==> src/rtl/inst_fetch_unit.sv <==
// Fetch stage: PC, ready-handshake fetch from instruction memory, single-entry instruction register.
// One instruction per (memory latency + 2) cycles; In_Stall holds Out_Inst, In_Redirect flushes it.
module inst_fetch_unit #(
  parameter logic [15:0] RESET_PC = 16'h0000,
  parameter logic [15:0] PC_STEP  = 16'd2
) (
  input  logic        In_Clk,
  input  logic        In_Rst_n,
  output logic        Out_MemReq,
  output logic [15:0] Out_MemAddr,
  input  logic        In_MemReady,
  input  logic [15:0] In_MemData,
  input  logic        In_Stall,
  input  logic        In_Redirect,
  input  logic [15:0] In_RedirectPC,
  output logic [15:0] Out_Inst,
  output logic [15:0] Out_PC,
  output logic        Out_Valid
);

  typedef enum logic [1:0] {IDLE, FETCH, DISCARD, HOLD} state_t;

  state_t      state, state_nxt;
  logic [15:0] pc, pc_nxt;
  logic [15:0] redir_reg, redir_nxt;
  logic [15:0] inst_q, inst_nxt;
  logic [15:0] ipc_q, ipc_nxt;
  logic        valid_q, valid_nxt;
  logic        consume;

  assign consume = valid_q & ~In_Stall;

  always_ff @(posedge In_Clk or negedge In_Rst_n) begin
    if (!In_Rst_n) begin
      state     <= IDLE;
      pc        <= RESET_PC;
      redir_reg <= 16'h0000;
      inst_q    <= 16'h0000;
      ipc_q     <= 16'h0000;
      valid_q   <= 1'b0;
    end else begin
      state     <= state_nxt;
      pc        <= pc_nxt;
      redir_reg <= redir_nxt;
      inst_q    <= inst_nxt;
      ipc_q     <= ipc_nxt;
      valid_q   <= valid_nxt;
    end
  end

  always_comb begin
    state_nxt = state;
    pc_nxt    = pc;
    redir_nxt = redir_reg;
    inst_nxt  = inst_q;
    ipc_nxt   = ipc_q;
    valid_nxt = valid_q;
    case (state)
      IDLE: begin
        state_nxt = FETCH;
        if (In_Redirect) pc_nxt = In_RedirectPC;
      end
      FETCH: begin
        if (In_MemReady) begin
          if (In_Redirect) begin
            pc_nxt = In_RedirectPC;
          end else begin
            inst_nxt  = In_MemData;
            ipc_nxt   = pc;
            valid_nxt = 1'b1;
            pc_nxt    = pc + PC_STEP;
            state_nxt = HOLD;
          end
        end else if (In_Redirect) begin
          // Address must stay put until memory answers the outstanding request.
          redir_nxt = In_RedirectPC;
          state_nxt = DISCARD;
        end
      end
      DISCARD: begin
        if (In_MemReady) begin
          pc_nxt    = In_Redirect ? In_RedirectPC : redir_reg;
          state_nxt = FETCH;
        end else if (In_Redirect) begin
          redir_nxt = In_RedirectPC;
        end
      end
      HOLD: begin
        if (In_Redirect) begin
          pc_nxt    = In_RedirectPC;
          state_nxt = FETCH;
        end else if (consume) begin
          valid_nxt = 1'b0;
          state_nxt = FETCH;
        end
      end
      default: state_nxt = IDLE;
    endcase
    // Flushed slot reads as opcode 0000 so the immediate generator sees zero.
    if (In_Redirect) begin
      valid_nxt = 1'b0;
      inst_nxt  = 16'h0000;
    end
  end

  assign Out_MemReq  = (state == FETCH) || (state == DISCARD);
  assign Out_MemAddr = pc;
  assign Out_Inst    = inst_q;
  assign Out_PC      = ipc_q;
  assign Out_Valid   = valid_q;

endmodule

==> config.mk <==
export PLATFORM = sky130hd
export DESIGN_NAME = inst_fetch_unit
export DESIGN_NICKNAME = d
export VERILOG_FILES = /design/src/rtl/inst_fetch_unit.sv
export SDC_FILE = /design/constraint.sdc
export NUM_CORES = 1
export LEC_CHECK = 0
export ABC_AREA = 1
export CAP_MARGIN = 15
export CORE_AREA = 2 2 115 117
export CTS_CLUSTER_DIAMETER = 50
export DETAILED_ROUTE_END_ITERATION = 10
export DIE_AREA = 0 0 117 119
export HOLD_SLACK_MARGIN = 0.08
export SETUP_SLACK_MARGIN = 0.02
export SKIP_LAST_GASP = 1
export SYNTH_ARGS = -nofsm -noshare
export SYNTH_HDL_FRONTEND = slang
export SYNTH_SLANG_ARGS = --single-unit
==> constraint.sdc <==
create_clock -name In_Clk -period 2.77 [get_ports In_Clk]
set_clock_uncertainty 0.2 [all_clocks]
set_input_delay 0.554 -clock In_Clk [delete_from_list [all_inputs] [get_ports In_Clk]]
set_output_delay 0.554 -clock In_Clk [all_outputs]
set_load 0.01 [all_outputs]
==> qor.txt <==
outcome -> complete, no violations
Synth area leaders -> dfrtp_1 (45%), nand2_1 (15%), o21ai_0 (8.2%), inv_1 (5.7%), nand3_1 (4.2%)
gr ovfl total -> 0
Hold WC Path Type -> flip-flop to flip-flop
sequential share of power -> 30.1%
proportion of layout cells with a drive suffix above 1 -> 8.72%
Layout area overhead -> 36.0%
First-pass DRT Iterations -> 5
Syn Inst Count -> 496
Buffers & Inverters on Critical Path -> 3
Clock Tree Root -> clkbuf_16
worst reg2reg setup slack -> 440 ps
detailed placement HPWL -> 7.53 mm
largest buffer count on any clock path -> 2
switch share -> 40.1%
Worst-Margin Slew -> 582 ps
clk slew on worst S/H paths -> 50 ps
Power Dens Cells -> 1120 nW/um^2
placed cells -> 744
CTS tree -> built
Cells on Worst Hold Path -> 2
CP Capture Type -> primary output
Post-synth ARST share -> 100%
vias in the first global route -> 3352
WHS Endpoint -> Out_PC[10]$_DFFE_PN0P_
final setup TNS -> 0 ps
CP top delay family -> buffers and inverters
Initial Util -> 28.9%
wire per inst -> 13.4 um
clock power share -> 22.0%
worst r2r path cells -> 5
largest net degree at the start of global routing -> 68
non-filler instance count after layout -> 761
Slew Limit Fails -> 0
synth unique cells -> 35
Synth Area in Compound Gates -> 15.4%
Ant. Diodes -> 0
crit path kind -> flip-flop to primary output
Final Util -> 39.3%
Peak supply drop -> 0.000339 V
internal power -> 3.39 mW
Mapped Nets -> 537
Critical Path RT -> 2020 ps
die area -> 13900 sq um
min cycle time layout -> 2620 ps
Clock Latency Late Sink -> 330 ps
Hold Path Origin -> Out_PC[10]$_DFFE_PN0P_
FP Rows -> 42
mux cell area share after synthesis -> 1.21%
initial antenna violation count -> 0
area fraction of the dominant cell type after synthesis -> 45.0%
Layout Nets -> 621
Syn Area/Cell -> 7.51 sq um
I/O Pins -> 87
adder-cell share of the synthesized area -> 1.34%
global-route wire length before repair -> 16.8 mm
Simple-Gate Fraction of Synth Area -> 25.4%
NetSw -> 2.27 mW
Post-synth EDFFs -> 0
Comb pwr share -> 47.9%
Die Y -> 119 um
core footprint -> 12900 sq um
Setup Buffers After CTS -> 0
Max-Cap Viols -> 0
drt via density -> 4.55
Final Wtd Congestion -> 0.892
cell taking the most area after synthesis -> dfrtp_1
GRT Total Usage -> 15.3%
YS warnings -> 0
#FFs+latches synth -> 67
CTS sink cnt -> 67
port bufs -> 86
most common cell type on the critical path -> inv_1
origin of the worst setup path -> state[0]$_DFFE_PN0P_
final hold violations -> 0
H-tree depth -> 3
Tcrit/Tclk final -> 94.6%
drt first-iter violations -> 360
Die W -> 117 um
Max FO, Critical Path -> 8
RSZ-0062 raised after global routing -> false
Setup crit start kind -> flip-flop
relative slew slack -> 61.2%
Worst EP arrival -> 1870 ps
slowest stage delay, CP -> 530 ps
Setup WS pre-CTS -> 275 ps
Final Worst Setup Slack -> 150 ps
LEAKAGE -> 2.34 nW
Reg2Reg Launch Point -> state[1]$_DFFE_PN0P_
via count -> 3462
final-report setup violation count -> 0
Num CTS Buffers -> 9
Post-CTS Resized -> 0
ANT nets after route -> 0
DR DRC count -> 0
Worst path slowest cell -> clkdlybuf4s50_1
combinational family with the most area after synthesis -> simple AND/OR/NAND/NOR gates
Seq/Total Area, Yosys -> 45.0%
critical path depth -> 4
Netlist Area Pre-Place -> 3720 sq um
cells along the critical path -> inv_1 > ha_1 > inv_1 > clkdlybuf4s50_1
xor/xnor share of the synthesized area -> 0.705%
ys flop type -> dfrtp_1
highest clock rate -> 382 MHz
final WL -> 10.2 mm
hold_ws -> 285 ps
capturing point of the worst reg2reg path -> Out_Inst[2]$_DFFE_PN0P_
[worst reg2reg max path: stages (launching register included)]
cell and delay [ps]:
dfrtp_1 420, inv_1 80, ha_1 470, inv_2 290, o21ai_2 560, o21ai_0 180
[kinds of logic (layout without fill, tap and decap cells)]
family,Yosys count,count (layout)
adders and majority gates,4,4
xor gates and xnor gates,3,3
and+or+nand+nor,225,225
AOI/OAI and AO/OA,107,107
DFF,67,67
muxes,3,3
buffers and inverters,87,176
[what timing repair did]
item,4_1_cts,5_1_grt
endpoints found under the setup margin,0,0
hold buffers,1,0
endpoints found under the hold margin,67,0
[synthesized netlist by cell type, types with 2 or more instances]
| cell type | number |
|---|---|
| ha_1 | 4 |
| nor2_2 | 2 |
| buf_6 | 5 |
| inv_1 | 57 |
| inv_2 | 4 |
| xor2_1 | 2 |
| o21ai_1 | 12 |
| mux2_4 | 3 |
| nand4_1 | 2 |
| buf_4 | 5 |
| a21oi_1 | 22 |
| clkbuf_1 | 2 |
| o21ai_0 | 61 |
| a21oi_2 | 5 |
| nand2_1 | 149 |
| nand2_4 | 3 |
| dfrtp_1 | 67 |
| nand3_1 | 31 |
| nor2_1 | 33 |
| nand3_2 | 2 |
| buf_2 | 11 |
[worst max-delay path by stage]
stage / endpoint / slack (ps)
after floorplan: Out_MemReq / 880
after global placement: Out_PC[0]$_DFFE_PN0P_ / 310
after detailed placement: Out_PC[0]$_DFFE_PN0P_ / 280
after CTS: Out_MemReq / 120
after global routing: Out_MemReq / 70
final: Out_MemReq / 150
[cells in the final DEF (no fill, tap or decap), drive strengths merged]
| master | n |
|---|---|
| o21a | 1 |
| bufinv | 2 |
| o21bai | 1 |
| inv | 63 |
| xor2 | 2 |
| buf | 11 |
| dfrtp | 67 |
| dlygate4sd3 | 1 |
| nand3 | 34 |
| ha | 4 |
| o21ai | 74 |
| nand4 | 2 |
| a21boi | 1 |
| xnor2 | 1 |
| a211oi | 1 |
| a21oi | 27 |
| mux2 | 3 |
| nor2 | 35 |
| clkinv | 3 |
| clkdlybuf4s50 | 85 |
| nor3 | 1 |
| a31oi | 1 |
| nand2 | 153 |
| a22oi | 1 |
| clkbuf | 11 |
[area by class of cell]
type	count	area [sq um]
Sequential cell	67	1680
Multi-Input combinational cell	342	1640
Tap cell	176	220
Timing Repair Buffer	97	953
Inverter	63	249
Clock inverter	5	75.1
Fill cell	1325	7810
Clock buffer	11	253
[routing by layer]
metal	routed length, um	up-vias	share of wire (%)	global-route usage (%)
li1	-	1751	-	-
met1	4640	1607	46	21.0
met2	4900	95	48	23.8
met3	485	9	4.8	3.16
met4	151	0	1.5	5.51
met5	0	-	0	0
[power by group through the flow]
| stage | clock [mW] | combinational [mW] | sequential (mW) |
|---|---|---|---|
| 2_1_floorplan | 0 | 1.58 | 1.76 |
| 3_3_place_gp | 0 | 2.66 | 1.71 |
| 3_5_place_dp | 0 | 2.70 | 1.72 |
| 4_1_cts | 1.28 | 2.72 | 1.71 |
| 5_1_grt | 1.32 | 3.04 | 1.75 |
| 6_report | 1.24 | 2.71 | 1.70 |
[through the flow]
stage	power, mW	area (sq um)
finish	5.65	5070
floorplan	3.34	3720
global placement	4.37	4730
detailed placement	4.42	4730
global route	6.11	5070
CTS	5.71	5070
No activity file was read; power rests on OpenSTA's default activity.
